`src/rtl/packet_injector_9_nodes.sv`:
```
// packet_injector_9_nodes: operator-driven packet source for the 9 router inputs of the ring, with FIFO, timed pulse FSM and 7-seg readout. Optional AUTO_INJECT_EN adds periodic injection while sw_on is held. Ports: clk, rst_n, sw_on, sw_sel_data, sw_sel_router, key_inc, key_dec in; out_router1..9 {valid,s1,s2}, hex_data, hex_router, fifo_full, overflow, busy out.
module packet_injector_9_nodes #(
  parameter int K = 4,
  parameter int N2 = 9,
  parameter int NODES = 9,
  parameter int FIFO_DEPTH = 4,
  parameter int DEBOUNCE_CYCLES = 16,
  parameter int HOLD_CYCLES = 2,
  parameter int GAP_CYCLES = 1,
  parameter int AUTO_PERIOD = 64
) (
  input  logic          clk,
  input  logic          rst_n,
  input  logic          sw_on,
  input  logic          sw_sel_data,
  input  logic          sw_sel_router,
  input  logic          key_inc,
  input  logic          key_dec,
  output logic [N2-1:0] out_router1,
  output logic [N2-1:0] out_router2,
  output logic [N2-1:0] out_router3,
  output logic [N2-1:0] out_router4,
  output logic [N2-1:0] out_router5,
  output logic [N2-1:0] out_router6,
  output logic [N2-1:0] out_router7,
  output logic [N2-1:0] out_router8,
  output logic [N2-1:0] out_router9,
  output logic [6:0]    hex_data,
  output logic [6:0]    hex_router,
  output logic          fifo_full,
  output logic          overflow,
  output logic          busy
);
  localparam int IW = $clog2(NODES);
  localparam int EW = IW + 2 * K;
  localparam int PW = $clog2(FIFO_DEPTH);
  localparam int DW = $clog2(DEBOUNCE_CYCLES);
  localparam int TW = $clog2(HOLD_CYCLES + GAP_CYCLES + 1);
  localparam logic [6:0] SEG [16] = '{7'h40, 7'h79, 7'h24, 7'h30, 7'h19, 7'h12, 7'h02, 7'h78,
                                      7'h00, 7'h10, 7'h08, 7'h03, 7'h46, 7'h21, 7'h06, 7'h0E};
  typedef enum logic [1:0] {IDLE, DRIVE, GAP} state_t;
  // bit order: 4 on, 3 sel_data, 2 sel_router, 1 inc, 0 dec; keys idle high
  logic [4:0] sy_a, sy;
  logic [1:0] lvl, press;
  logic [DW-1:0] dcnt [2];
  logic inc, dec, on_d, rise, push, pop, wr, empty;
  logic [IW-1:0] idx;
  logic [K-1:0] f1, f2;
  logic [EW-1:0] mem [FIFO_DEPTH];
  logic [EW-1:0] cur;
  logic [PW-1:0] wp, rp;
  logic [PW:0] cnt;
  logic [TW-1:0] tcnt;
  state_t state, nxt;
  logic [N2-1:0] bus [NODES];
  always_ff @(posedge clk) begin
    if (!rst_n) begin
      sy_a <= 5'b00011;
      sy <= 5'b00011;
    end else begin
      sy_a <= {sw_on, sw_sel_data, sw_sel_router, key_inc, key_dec};
      sy <= sy_a;
    end
  end
  // a key level is accepted once it has differed from the accepted level for DEBOUNCE_CYCLES samples in a row
  always_comb begin
    for (int i = 0; i < 2; i++)
      press[i] = sy[i] != lvl[i] && dcnt[i] == DW'(DEBOUNCE_CYCLES - 1) && !sy[i];
  end
  always_ff @(posedge clk) begin
    if (!rst_n) begin
      lvl <= 2'b11;
      dcnt <= '{default: '0};
    end else begin
      for (int i = 0; i < 2; i++) begin
        if (sy[i] == lvl[i]) dcnt[i] <= '0;
        else if (dcnt[i] == DW'(DEBOUNCE_CYCLES - 1)) begin
          lvl[i] <= sy[i];
          dcnt[i] <= '0;
        end else dcnt[i] <= dcnt[i] + 1'b1;
      end
    end
  end
  assign inc = press[1] & ~press[0];
  assign dec = press[0] & ~press[1];
  always_ff @(posedge clk) begin
    if (!rst_n) begin
      idx <= '0;
      f1 <= '0;
      f2 <= '0;
    end else if (inc | dec) begin
      if (sy[2]) idx <= inc ? (idx == IW'(NODES - 1) ? '0 : idx + 1'b1) : (idx == '0 ? IW'(NODES - 1) : idx - 1'b1);
      else if (sy[3]) f2 <= inc ? f2 + 1'b1 : f2 - 1'b1;
      else f1 <= inc ? f1 + 1'b1 : f1 - 1'b1;
    end
  end
  assign rise = sy[4] & ~on_d;
  always_ff @(posedge clk) on_d <= rst_n & sy[4];
`ifdef AUTO_INJECT_EN
  localparam int AW = $clog2(AUTO_PERIOD);
  // acnt tracks cycles since the rising edge modulo AUTO_PERIOD; zero while held means a period elapsed
  logic [AW-1:0] acnt;
  always_ff @(posedge clk) begin
    if (!rst_n || !sy[4]) acnt <= '0;
    else if (rise) acnt <= AW'(1);
    else acnt <= acnt == AW'(AUTO_PERIOD - 1) ? '0 : acnt + 1'b1;
  end
  assign push = rise | (sy[4] & on_d & acnt == '0);
`else
  assign push = rise;
`endif
  assign empty = cnt == '0;
  assign fifo_full = cnt == (PW + 1)'(FIFO_DEPTH);
  assign pop = state == IDLE && !empty;
  assign wr = push && (!fifo_full || pop);
  always_ff @(posedge clk) if (wr) mem[wp] <= {idx, f1, f2};
  always_ff @(posedge clk) begin
    if (!rst_n) begin
      wp <= '0;
      rp <= '0;
      cnt <= '0;
      overflow <= 1'b0;
    end else begin
      wp <= wp + PW'(wr);
      rp <= rp + PW'(pop);
      cnt <= cnt + (PW + 1)'(wr) - (PW + 1)'(pop);
      if (push && !wr) overflow <= 1'b1;
    end
  end
  always_comb
    nxt = state == IDLE ? (empty ? IDLE : DRIVE)
        : state == DRIVE ? (tcnt == TW'(HOLD_CYCLES - 1) ? (GAP_CYCLES == 0 ? IDLE : GAP) : DRIVE)
        : (tcnt == TW'(GAP_CYCLES - 1) ? IDLE : GAP);
  always_ff @(posedge clk) begin
    if (!rst_n) begin
      state <= IDLE;
      tcnt <= '0;
      cur <= '0;
    end else begin
      state <= nxt;
      tcnt <= nxt != state ? '0 : tcnt + 1'b1;
      if (pop) cur <= mem[rp];
    end
  end
  always_comb begin
    for (int r = 0; r < NODES; r++)
      bus[r] = state == DRIVE && cur[EW-1 -: IW] == IW'(r) ? {1'b1, cur[2*K-1:0]} : '0;
  end
  assign out_router1 = bus[0];
  assign out_router2 = bus[1];
  assign out_router3 = bus[2];
  assign out_router4 = bus[3];
  assign out_router5 = bus[4];
  assign out_router6 = bus[5];
  assign out_router7 = bus[6];
  assign out_router8 = bus[7];
  assign out_router9 = bus[8];
  assign hex_data = SEG[sy[3] ? f2 : f1];
  assign hex_router = SEG[4'(idx)];
  assign busy = state != IDLE || !empty;
endmodule

```
`config.mk`:
```
export PLATFORM = sky130hd
export DESIGN_NAME = packet_injector_9_nodes
export DESIGN_NICKNAME = d
export VERILOG_FILES = /design/src/rtl/packet_injector_9_nodes.sv
export SDC_FILE = /design/constraint.sdc
export NUM_CORES = 1
export LEC_CHECK = 0
export ABC_AREA = 0
export CAP_MARGIN = 20
export CORE_MARGIN = 1
export CORE_UTILIZATION = 63
export DETAILED_ROUTE_END_ITERATION = 8
export DONT_BUFFER_PORTS = 1
export HOLD_SLACK_MARGIN = 0.03
export PLACE_DENSITY_LB_ADDON = 0.1
export SYNTH_ARGS = -nofsm -noshare
export SYNTH_HDL_FRONTEND = slang
export SYNTH_SLANG_ARGS = --single-unit
```
`constraint.sdc`:
```
create_clock -name clk -period 3.56 [get_ports clk]
set_input_delay 0.534 -clock clk [delete_from_list [all_inputs] [get_ports clk]]
set_output_delay 0.534 -clock clk [all_outputs]
set_load 0.05 [all_outputs]
```
**Word level (Yosys, flattened, before mapping)**

Memory sizes are Yosys's and may differ from the RTL's. A register that Yosys moved wholly into a read port is not among the register bits.
Cells that the tools add are included.
W data, S select, Z words.

- Bits in registers: 45
- Memory bits (writable): 48
- Bits in read-only memories: 224
- Input port bits: 7
- Output and inout bits: 98
- Logic and storage cells: 132
- Memories kept: 3

Memories:

| name | depth | bits a word | read ports | clocked after Yosys merged registers in | wr ports | RTL line | RTL |
|---|---|---|---|---|---|---|---|
| (name not given) | 16 | 7 | 1 | 0 | 0 | 159 | `assign hex_router = SEG[4'(idx)];` |
| (name not given) | 16 | 7 | 1 | 0 | 0 | 158 | `assign hex_data = SEG[sy[3] ? f2 : f1];` |
| mem | 4 | 12 | 1 | 1 | 1 | 49 | `logic [EW-1:0] mem [FIFO_DEPTH];` |

- Add/subtract/negate cells: 13
- $lt $le $gt $ge: 2
- Equality and inequality tests: 19
- Mux-type cells: 26
- Bitwise operators: 15
- Reduce and logical (&&, ||, !) cells: 38

Operators with widths:

| cell | number |
|---|---|
| $mux W9 | 9 |
| $mux W7 | 4 |
| $mux W4 | 6 |
| $add A4 B1 Y4 const B | 5 |
| $eq A4 B3 Y1 const B | 4 |
| $eq A4 B4 Y1 const B | 4 |
| $logic_and A1 B1 Y1 | 16 |
| $sub A4 B1 Y4 const B | 3 |
| $ge A5 B5 Y1 const B | 2 |
| $not A4 Y5 | 2 |
| $eq A4 B2 Y1 const B | 2 |
| $logic_not A4 Y1 | 2 |
| $mux W2 | 4 |
| $not A1 Y1 | 8 |
| $logic_not A1 Y1 | 6 |
| $reduce_and A2 Y1 | 3 |
| $reduce_and A3 Y1 | 2 |
| $reduce_or A3 Y1 | 2 |
| $add A2 B1 Y2 | 2 |
| $and A1 B1 Y1 | 4 |
| $eq A2 B1 Y1 const B | 2 |
| $eq A4 B1 Y1 const B | 1 |
| $logic_not A2 Y1 | 2 |
| $add A3 B1 Y3 | 1 |
| other kinds (12) | 17 |

**Logic depth before layout (Yosys ltp)**

- Depth in word-level cells: 7
- Depth in mapped cells: 12
- Gate-level depth less buffers: 11

**Worst setup path before layout**

No wires, ideal clock.

- Path type: register to output
- Start: register state[1]
- End: output out_router9[0]
- Arrival: 2424 ps
- Setup slack: 602 ps
- Stages on the path, launching flop included: 4
- Buffers on the path: 0
- Cells stage by stage: dfxtp_1 -> nand4bb_1 -> nor3_1 -> and2_1

- Word-level cells in the longest chain between the ends: 3

Ends and longest elaborated chain:

| element | RTL line | RTL |
|---|---|---|
| from (decl) | 54 | `state_t state, nxt;` |
| from (signal assigned) | 140 | `state <= nxt;` |
| $eq A2 B1 Y1 | 147 | `bus[r] = state == DRIVE && cur[EW-1 -: IW] == IW'(r) ? {1'b1, cur[2*K-1:0]} : '0;` |
| $logic_and A1 B1 Y1 | 147 |  |
| $mux W9 | 147 |  |
| to (decl) | 27 | `output logic [N2-1:0] out_router9,` |

No other way between the ends.

**Worst setup path in the final report**

- Start: register sy[3]
- End: output hex_data[3]

- Word-level cells in the longest chain between the ends: 5

Ends and longest elaborated chain:

| element | RTL line | RTL |
|---|---|---|
| from (decl) | 43 | `logic [4:0] sy_a, sy;` |
| from (signal assigned) | 62 | `sy <= sy_a;` |
| $mux W4 | 158 |  |
| $not A4 Y5 | 158 |  |
| $mem_v2 Z16 W7 | -- |  |
| $mux W7 (2 in a row) | 158 |  |
| to (decl) | 28 | `output logic [6:0] hex_data,` |

No other way between the ends. The select of a mux whose other input is x is not followed.

==> flow_metrics.tcl <==
set metrics [dict create \
    r2r_end "f1[3]$_SDFFE_PN0P_" \
    synth_cells 480 \
    drt_iter0_drc 180 \
    vias 3474 \
    reg2reg_depth 10 \
    grt_pass1_wl_um 15300 \
    clk_pin_slew_ns 0.09 \
    ir_drop_v 0.000264 \
    yosysSeqAreaShare_pct 49.0 \
    dp_slack_ns 0.669 \
    finalCriticalPeriod_ns 3.08 \
    ys_async_sr_fraction_pct 0 \
    hold_viol 0 \
    maxSlewHeadroom_pct 37.2 \
    startpoint "sy[3]$_SDFF_PN0_" \
    yosys.area.top_type "edfxtp_1" \
    critical_path_arrival_ns 2.55 \
    status "finished clean" \
    mappedNetlistArea_sq_mm 0.00527 \
    place_congestion 0.812 \
    grt_usage_pct 23.0 \
    initial_core_util_pct 66.8 \
    hpwl_um 6860 \
    tightest_slew_ns 0.936 \
    cp-end-kind "output pin" \
    ff2ff_setup_slack_ns 0.62 \
    finalWorstSetupSlack_ns 0.478 \
    syn_area_per_cell_sq_um 11.0 \
    final_util_pct 72.1 \
    root_buffer "clkbuf_8" \
    antenna_left 0 \
    setup-tns-final_ns 0 \
    fin_crit_sh_pct 86.6 \
    first_global_vias 3132 \
    setup_viol 0 \
    pin_count 105 \
    dieHeight_um 93.4 \
    synth_top_flop_cell "dfxtp_1" \
    grt_max_degree 29 \
    final_common_cell "and2_1" \
    drt-vias-per-instance 5.80 \
    yosysWarnings 0 \
    overflow 0 \
    nFillCells 572 \
    fin_nets 526 \
    drive_gt1_share_pct 13.7 \
    regArea_sq_mm 0.00258 \
    reg2reg_from "dcnt[4]$_SDFF_PP0_" \
    multi_input_area_sq_mm 0.00257 \
    firstDrtPassIters 4 \
    h-tree-depth 3 \
    syn_nets 514 \
    clockBufferDepth 2 \
    p_leak_nw 2.10 \
    hold_path.class "primary input to flop" \
    ctsResizeCount 0 \
    antenna_cells 0 \
    startpoint_type "flop" \
    yosys_register_bits 105 \
    cts-buffers-inserted 9 \
    fin_skew_ns 0.0185 \
    port_buffers 0 \
    post_drt_wl_per_cell_um 15.8 \
    fp.coreArea_sq_mm 0.00789 \
    critPathRequiredTime_ns 3.03 \
    fmax_ghz 0.324 \
    clock_latency_ns 0.37 \
    critical_path_class "flop to output pin" \
    finalWirelength_um 9490 \
    crit_path_end "hex_data[3]" \
    die_area_sq_mm 0.00873 \
    drv_cap 0 \
    final_max_slew_viol_count 0 \
    cts_tree "yes" \
    cts.sinks 105 \
    die-width_um 93.4 \
    synth_edf_count 48 \
    antenna_found_initial 0 \
    route.detailed.drc 0 \
    critPathMaxFanout 6 \
    final_cell_mix "and2_1 (83), dfxtp_1 (57), edfxtp_1 (48)" \
    grt_setup_unrepaired "false" \
    cts_setup_buffers 0 \
    fp-row-count 32 \
    hold_buffers 0 \
    p_per_area_mw_per_mm2 545 \
    synth.area.top_cells "edfxtp_1 (27%), dfxtp_1 (22%), and2_1 (9.9%)" \
    ys_types 55 \
    yosysTopAreaCellShare_pct 27.4 \
    syn2layout_area_growth_pct 7.93 \
]
[synth_stat cells (all sizes together) (2+ instances only)]
library cell	n
o22ai	2
a31oi	3
clkbuf	7
and3	4
and2	83
nor3b	5
dfxtp	57
nand2	43
nor3	9
ha	24
nand3b	2
nand2b	14
or3	2
buf	9
nor2	32
xnor2	8
o21ai	14
mux4	13
inv	14
nand3	11
xor2	7
a21oi	23
mux2	3
or2	2
edfxtp	48
a211oi	5
mux2i	12
fa	3
nor2b	5
o21a	3
[metrics by stage]
step                total power [W]  area (sq um)  cells  hold WS [ns]
detailed placement          0.00237          5470    583         0.395
floorplan                   0.00221          5270    480         0.386
CTS                         0.00314          5690    599         0.214
global route                0.00328          5690    599         0.204
global placement            0.00234          5470    583         0.390
finish                      0.00310          5690    599         0.234
[routing by layer]
layer  global-route usage (%)  wire length (um)  vias up
met5                        0                 0        -
met4                     5.38                57        0
met3                     4.72               475        4
met2                     43.8              5110      129
met1                     26.3              3850     1640
li1                         -                 -     1701
[cell type report]
cell class | instances | share of cell area (%)
inverter | 15 | 0.990
clock inverter | 6 | 1.25
sequential | 105 | 45.4
timing repair buffer | 17 | 2.24
clock buffer | 10 | 2.62
tap | 102 | 2.24
multi-input combinational | 344 | 45.2
[cell families (layout without fill, tap and decap cells)]
kind of cell / count (synthesis) / count (layout) / share of synthesized area, %
xor gates and xnor gates: 15 / 15 / 2.49
DFF: 105 / 105 / 49.0
and+or+nand+nor: 217 / 217 / 24.0
muxes: 28 / 28 / 8.62
buffers and inverters: 31 / 48 / 2.59
adders and majority gates: 27 / 27 / 6.84
AOI/OAI and AO/OA: 57 / 57 / 6.39
[how the worst min path moves through the flow]
stage / from / endpoint / slack (ns) / cells past startpoint
after detailed placement: sy_a[1]$_SDFF_PN1_ / sy[1]$_SDFF_PN1_ / 0.40 / 1
final: rst_n / lvl[1]$_SDFFE_PN1N_ / 0.23 / 1
after global routing: rst_n / lvl[1]$_SDFFE_PN1N_ / 0.20 / 1
after CTS: rst_n / lvl[1]$_SDFFE_PN1N_ / 0.21 / 1
after global placement: sy_a[0]$_SDFF_PN1_ / sy[0]$_SDFF_PN1_ / 0.39 / 1
after floorplan: sy_a[0]$_SDFF_PN1_ / sy[0]$_SDFF_PN1_ / 0.39 / 1
[flip-flops by register name, summed over array words and instances (netlist names)]
register and flops:
mem 48, cur 12, dcnt 8, sy 5, sy_a 5, f1 4
f2 4, idx 4, cnt 3, lvl 2, rp 2, state 2
tcnt 2, wp 2, on_d 1, overflow 1
[power by group]
part,switching [W],internal [W]
registers,0.000201,0.00136
clock network,0.000395,0.000374
logic,0.000487,0.000284
total,0.00108,0.00202
[worst max-delay path, stage by stage, from the launching register on]
cell	delay, ns
dfxtp_1	0.49
mux2i_1	0.50
inv_1	0.16
ha_1	0.27
mux4_1	0.77
No activity file was read; power rests on OpenSTA's default activity.
